## config.mk

```make
export PLATFORM = sky130hd
export DESIGN_NAME = mmio_test_monitor
export DESIGN_NICKNAME = d
export VERILOG_FILES = /design/src/rtl/mmio_mon_pkg.sv /design/src/rtl/mon_sat_counter.sv /design/src/rtl/mmio_test_monitor.sv
export SDC_FILE = /design/constraint.sdc
export NUM_CORES = 1
export LEC_CHECK = 0
export BUFFER_PORTS_ARGS = -buffer_cell sky130_fd_sc_hd__buf_2
export CAP_MARGIN = 10
export CORE_AREA = 2 2 113 115
export CTS_CLUSTER_SIZE = 20
export DETAILED_ROUTE_END_ITERATION = 10
export DIE_AREA = 0 0 115 117
export PLACE_DENSITY = 0.69
export SETUP_SLACK_MARGIN = 0.2
export SLEW_MARGIN = 20
export SYNTH_ARGS = -nofsm -noshare
export SYNTH_HDL_FRONTEND = slang
export SYNTH_HIERARCHICAL = 1
export SYNTH_SLANG_ARGS = --single-unit
```

## constraint.sdc

```tcl
create_clock -name clk -period 4.2 [get_ports clk]
set_input_delay 0.21 -clock clk [delete_from_list [all_inputs] [get_ports clk]]
set_output_delay 0.21 -clock clk [all_outputs]
set_load 0.02 [all_outputs]
```

## src/rtl/mmio_mon_pkg.sv

```systemverilog
// Shared types and default addresses for the MMIO end-of-test monitor.
package mmio_mon_pkg;

  typedef enum logic [1:0] {
    MON_RUN     = 2'd0,
    MON_PASS    = 2'd1,
    MON_FAIL    = 2'd2,
    MON_TIMEOUT = 2'd3
  } mon_status_t;

  localparam logic [31:0] MON_TOHOST_ADDR  = 32'd32;
  localparam logic [31:0] MON_SCRATCH_ADDR = 32'd16;

endpackage

```

## src/rtl/mon_sat_counter.sv

```systemverilog
// Up-counter with enable and synchronous active-low clear; holds at all-ones.
module mon_sat_counter #(
  parameter int W = 16
) (
  input  logic         clk,
  input  logic         clear_n,
  input  logic         en,
  output logic [W-1:0] count
);

  always_ff @(posedge clk) begin
    if (!clear_n) begin
      count <= '0;
    end else if (en && (count != {W{1'b1}})) begin
      count <= count + W'(1);
    end
  end

endmodule

```

## src/rtl/mmio_test_monitor.sv

```systemverilog
// End-of-test monitor on the core's data-memory store bus; status visible one cycle after the store.
// Optional watchdog enabled by defining MMIO_MON_WATCHDOG_EN.
module mmio_test_monitor
  import mmio_mon_pkg::*;
#(
  parameter logic [31:0] TOHOST_ADDR    = MON_TOHOST_ADDR,
  parameter logic [31:0] SCRATCH_ADDR   = MON_SCRATCH_ADDR,
  parameter int          TIMEOUT_CYCLES = 100000,
  parameter int          CNT_W          = 32
) (
  input  logic             clk,
  input  logic             reset,
  input  logic             MemWrite,
  input  logic [31:0]      DataAdr,
  input  logic [31:0]      WriteData,
  output logic             done,
  output logic [1:0]       status,
  output logic [31:0]      err_adr,
  output logic [31:0]      err_data,
  output logic [CNT_W-1:0] cycles,
  output logic [15:0]      scratch_stores
);

  mon_status_t state;
  mon_status_t next_state;
  logic        wd_expire;
  logic        run_cnt_en;
  logic        scratch_en;
  logic        capture;

`ifdef MMIO_MON_WATCHDOG_EN
  localparam logic [CNT_W-1:0] WD_LAST = CNT_W'(TIMEOUT_CYCLES - 1);
  assign wd_expire = (cycles == WD_LAST);
`else
  logic [31:0] unused_timeout;
  assign unused_timeout = TIMEOUT_CYCLES;
  assign wd_expire      = 1'b0;
`endif

  always_ff @(posedge clk) begin
    if (!reset) begin
      state <= MON_RUN;
      done  <= 1'b0;
    end else begin
      state <= next_state;
      done  <= (next_state != MON_RUN);
    end
  end

  // Bus decode is gated by MemWrite so address/data X never reaches state.
  always_comb begin
    next_state = state;
    if (state == MON_RUN) begin
      if (MemWrite) begin
        if (DataAdr == TOHOST_ADDR) begin
          next_state = (WriteData == 32'd1) ? MON_PASS : MON_FAIL;
        end else if (DataAdr != SCRATCH_ADDR) begin
          next_state = MON_FAIL;
        end
      end
      if ((next_state == MON_RUN) && wd_expire) begin
        next_state = MON_TIMEOUT;
      end
    end
  end

  always_comb begin
    run_cnt_en = 1'b0;
    scratch_en = 1'b0;
    capture    = 1'b0;
    if (state == MON_RUN) begin
      run_cnt_en = (next_state == MON_RUN);
      scratch_en = MemWrite && (DataAdr == SCRATCH_ADDR);
      capture    = (next_state == MON_FAIL);
    end
  end

  always_ff @(posedge clk) begin
    if (!reset) begin
      err_adr  <= '0;
      err_data <= '0;
    end else if (capture) begin
      err_adr  <= DataAdr;
      err_data <= WriteData;
    end
  end

  assign status = state;

  mon_sat_counter #(.W(CNT_W)) u_cycles (
    .clk     (clk),
    .clear_n (reset),
    .en      (run_cnt_en),
    .count   (cycles)
  );

  mon_sat_counter #(.W(16)) u_scratch (
    .clk     (clk),
    .clear_n (reset),
    .en      (scratch_en),
    .count   (scratch_stores)
  );

endmodule

```

==> results.md <==
* Period utilization at ~75%
* Post-Route WL at around 14000 um
* PostCTS Resize Cnt at 0
* Fin nets at around 850
* Type of element capturing the critical path: register
* Total GRT Usage at 21.5%
* Std-Cell Rows at 41
* YS warnings at 6
* Outcome: complete, no violations
* Number of flops mapped to enable cells by yosys at 0
* CTS sink cnt at 115
* Fraction of registers with async set/reset at 0%
* LEAKAGE at 0.00310 uW
* Synth Register Bits at 115
* Final setup fails at 0
* Chip Height at 117 um
* Crit path buf inv count at 3
* Critical path peak fanout at 11
* Total I/O pin count at 182
* First-pass iteration count of the detailed router at 5
* Post-synthesis compound-gate area fraction at under 10%
* Most used DFF post-synth: dfxtp_1
* PnR Total Power at just under 3000 uW
* Reg clk slew, reported paths at roughly 50 ps
* Drt wl/cell at 15.2 um
* Multiplexer share of the synthesized area at around 14%
* Top delay family on crit path: simple AND/OR/NAND/NOR gates
* Crit-path max cell delay at 530 ps
* Total congestion overflow at 0
* Seq/Total Area, Yosys at 43.0%
* HPWL reported at the end of detailed placement at 10300 um
* First-pass GRT wire length at about 23000 um
* Leading post-synthesis cells by cell area: dfxtp_1, mux2i_1, nand2_1
* Min-delay worst type: input port to register
* Cell taking the most area after synthesis: dfxtp_1
* Cell Area, Synth at roughly 5400 um^2
* Fill count at 1142
* Worst Max-Slew Pin Slew at 1070 ps
* TritonCTS clock tree: yes
* Number of global-route vias before repair at 4823
* Synthesized Nets at 683
* DRT antenna net count at 0
* Clk root buf: clkbuf_16
* Die Area at between 10000 and 15000 um^2
* Period minus WS final at 3130 ps
* Starting density of the core at 43.5%
* Max clock buf depth at 2
* Max transition margin at 28.4%
* Core area at 12300 um^2
* Hold buffers post-CTS at 0
* Post-synth cell types at a little over 50
* WP data required at roughly 4500 ps
* Cells after synthesis at between 600 and 700
* Area growth syn-to-layout at 29.1%
* DP Cell Count at 914
* Top post-synthesis cells by count: nand2_1, dfxtp_1, mux2i_1
* Max Slew Vio Count at 0
* Initial DRC count at 434
* Initial antenna violation count at 0
* Final Hold Vio Count at 0
* Critical path type: input port to register
* Largest family of logic cells by synthesized area: simple AND/OR/NAND/NOR gates
* Gpl congestion at about 0.8
* Final cell count without fillers at 946
* Vias at 5172
* Top-area cell type share of the netlist area at between 40% and 50%
* Diode count at 0
* Arr. time, crit path at 3450 ps
* Clk_skew at 6.43 ps
* Via/cell ratio at 5.47
* Mean area per synthesized cell at between 8 and 9 um^2
* Sum Neg Setup Slack at 0 ps
* Max Clk Rate at 319 MHz
* Peak supply drop at 0.000224 V
* H-Tree Level Count at 4
* Slowest-stage cell, CP: nor4_1
* Layout cells sized above 1 at ~29%
* Cell Chain, Critical Path: buf_2 -> nor4_1 -> nand4_1 -> nor2_1 -> a21boi_1 -> nor3_1 -> buf_4 -> nand4_1 -> buf_4 -> nor4_1 -> nand4_1 -> or4_1 -> a21oi_1
* XOR/XNOR Fraction of Synth Area at roughly 1.1%
* Die width at about 120 um
* Most common cell in the netlist: nand2_1
* Top cell by count, worst path: nand4_1
* # DRC at 0
* Worst Setup Start Kind: input port
* Core Util, Final at 56.2%
* RSZ-0062 raised after global routing: no
* Adder-cell share of the synthesized area at 0.467%
* Power Dens Cells at 428 nW/um^2
* Simple-Gate Fraction of Synth Area at 28.5%
* Clock latency on the worst-skew pair at 400 ps
* I/O Buffers at 181
* CTS Buf Count at 17
* Pin count of the biggest net entering global routing at 100
* Max cap viols at 0
* Post-CTS Setup Inserts at 0
[power breakdown]
part / switching [uW] / internal [uW] / total [uW]
clock: 499 / 941 / 1440
combinational: 213 / 131 / 345
sequential: 30.3 / 1150 / 1180
[state kept, by name, indices dropped and copies added, names as in the netlist]
register and flops:
u_scratch/count 16, err_data 32, status 2, u_cycles/count 32, err_adr 32, done 1
[cell usage in the layout, fill, tap and decap left out, types with 3 or more instances in the layout]
cell / instances
clkbuf_1: 3
and4_1: 9
xnor2_1: 5
inv_1: 8
buf_4: 6
or4_1: 16
clkbuf_16: 17
o41ai_1: 4
clkinv_2: 6
mux2i_1: 74
nor4_1: 21
nor3_1: 6
nand3_1: 19
o211ai_1: 3
o21ai_0: 7
nand2b_1: 11
nand4_1: 15
nor2_1: 17
or3_1: 7
bufinv_16: 3
nand2_1: 155
a21oi_1: 24
o311ai_0: 3
dfxtp_1: 115
o31ai_1: 16
buf_2: 180
and3_1: 4
[worst register-to-register path, delay by kind of cell, from the launching register on]
kind	cells	cell delay [ps]
compound gates	1	150
flops	1	450
simple gates	4	2030
[kinds of logic after synthesis]
group                    Yosys count
multiplexers                      74
AO/OA/AOI/OAI                     72
AND/OR/NAND/NOR                  300
flip-flops                       115
adder cells (fa/ha/maj)            2
XOR/XNOR                           7
buffers and inverters             44
[per-layer routing]
metal	share of wire [%]	vias up	GRT usage (%)	wire, um
met5	0	-	0	0
met3	7.4	19	7.11	1060
met4	1.4	0	7.39	206
li1	-	2558	-	-
met2	49	189	35.6	6980
met1	43	2406	26.4	6110
[final timing paths]
path,startpoint,endpoint,slack (ps),depth (start not counted)
setup reg to reg,u_cycles/count[4],u_cycles/count[30],1500,5
hold reg to reg,err_adr[16],err_adr[16],450,2
hold / removal,WriteData[5],err_data[5],60,3
setup / recovery,DataAdr[0],u_cycles/count[29],1070,13
[per-stage QoR]
step | setup WS, ps | hold slack [ps] | area, um^2
after floorplan | 1340 | 343 | 5360
after global placement | 720 | 438 | 6330
after detailed placement | 611 | 444 | 6330
after CTS | 1030 | 41.1 | 6920
after global routing | 822 | 49.0 | 6920
final | 1070 | 62.9 | 6920
[cell type report]
type / count / area [um^2] / share of cell area [%]
tap: 150 / 188 / 2.71
timing repair buffer: 186 / 946 / 13.7
clock buffer: 21 / 450 / 6.51
sequential: 115 / 2300 / 33.3
multi-input combinational: 455 / 2870 / 41.5
inverter: 8 / 30.0 / 0.434
clock inverter: 11 / 135 / 1.95
No activity file was read; power rests on OpenSTA's default activity.
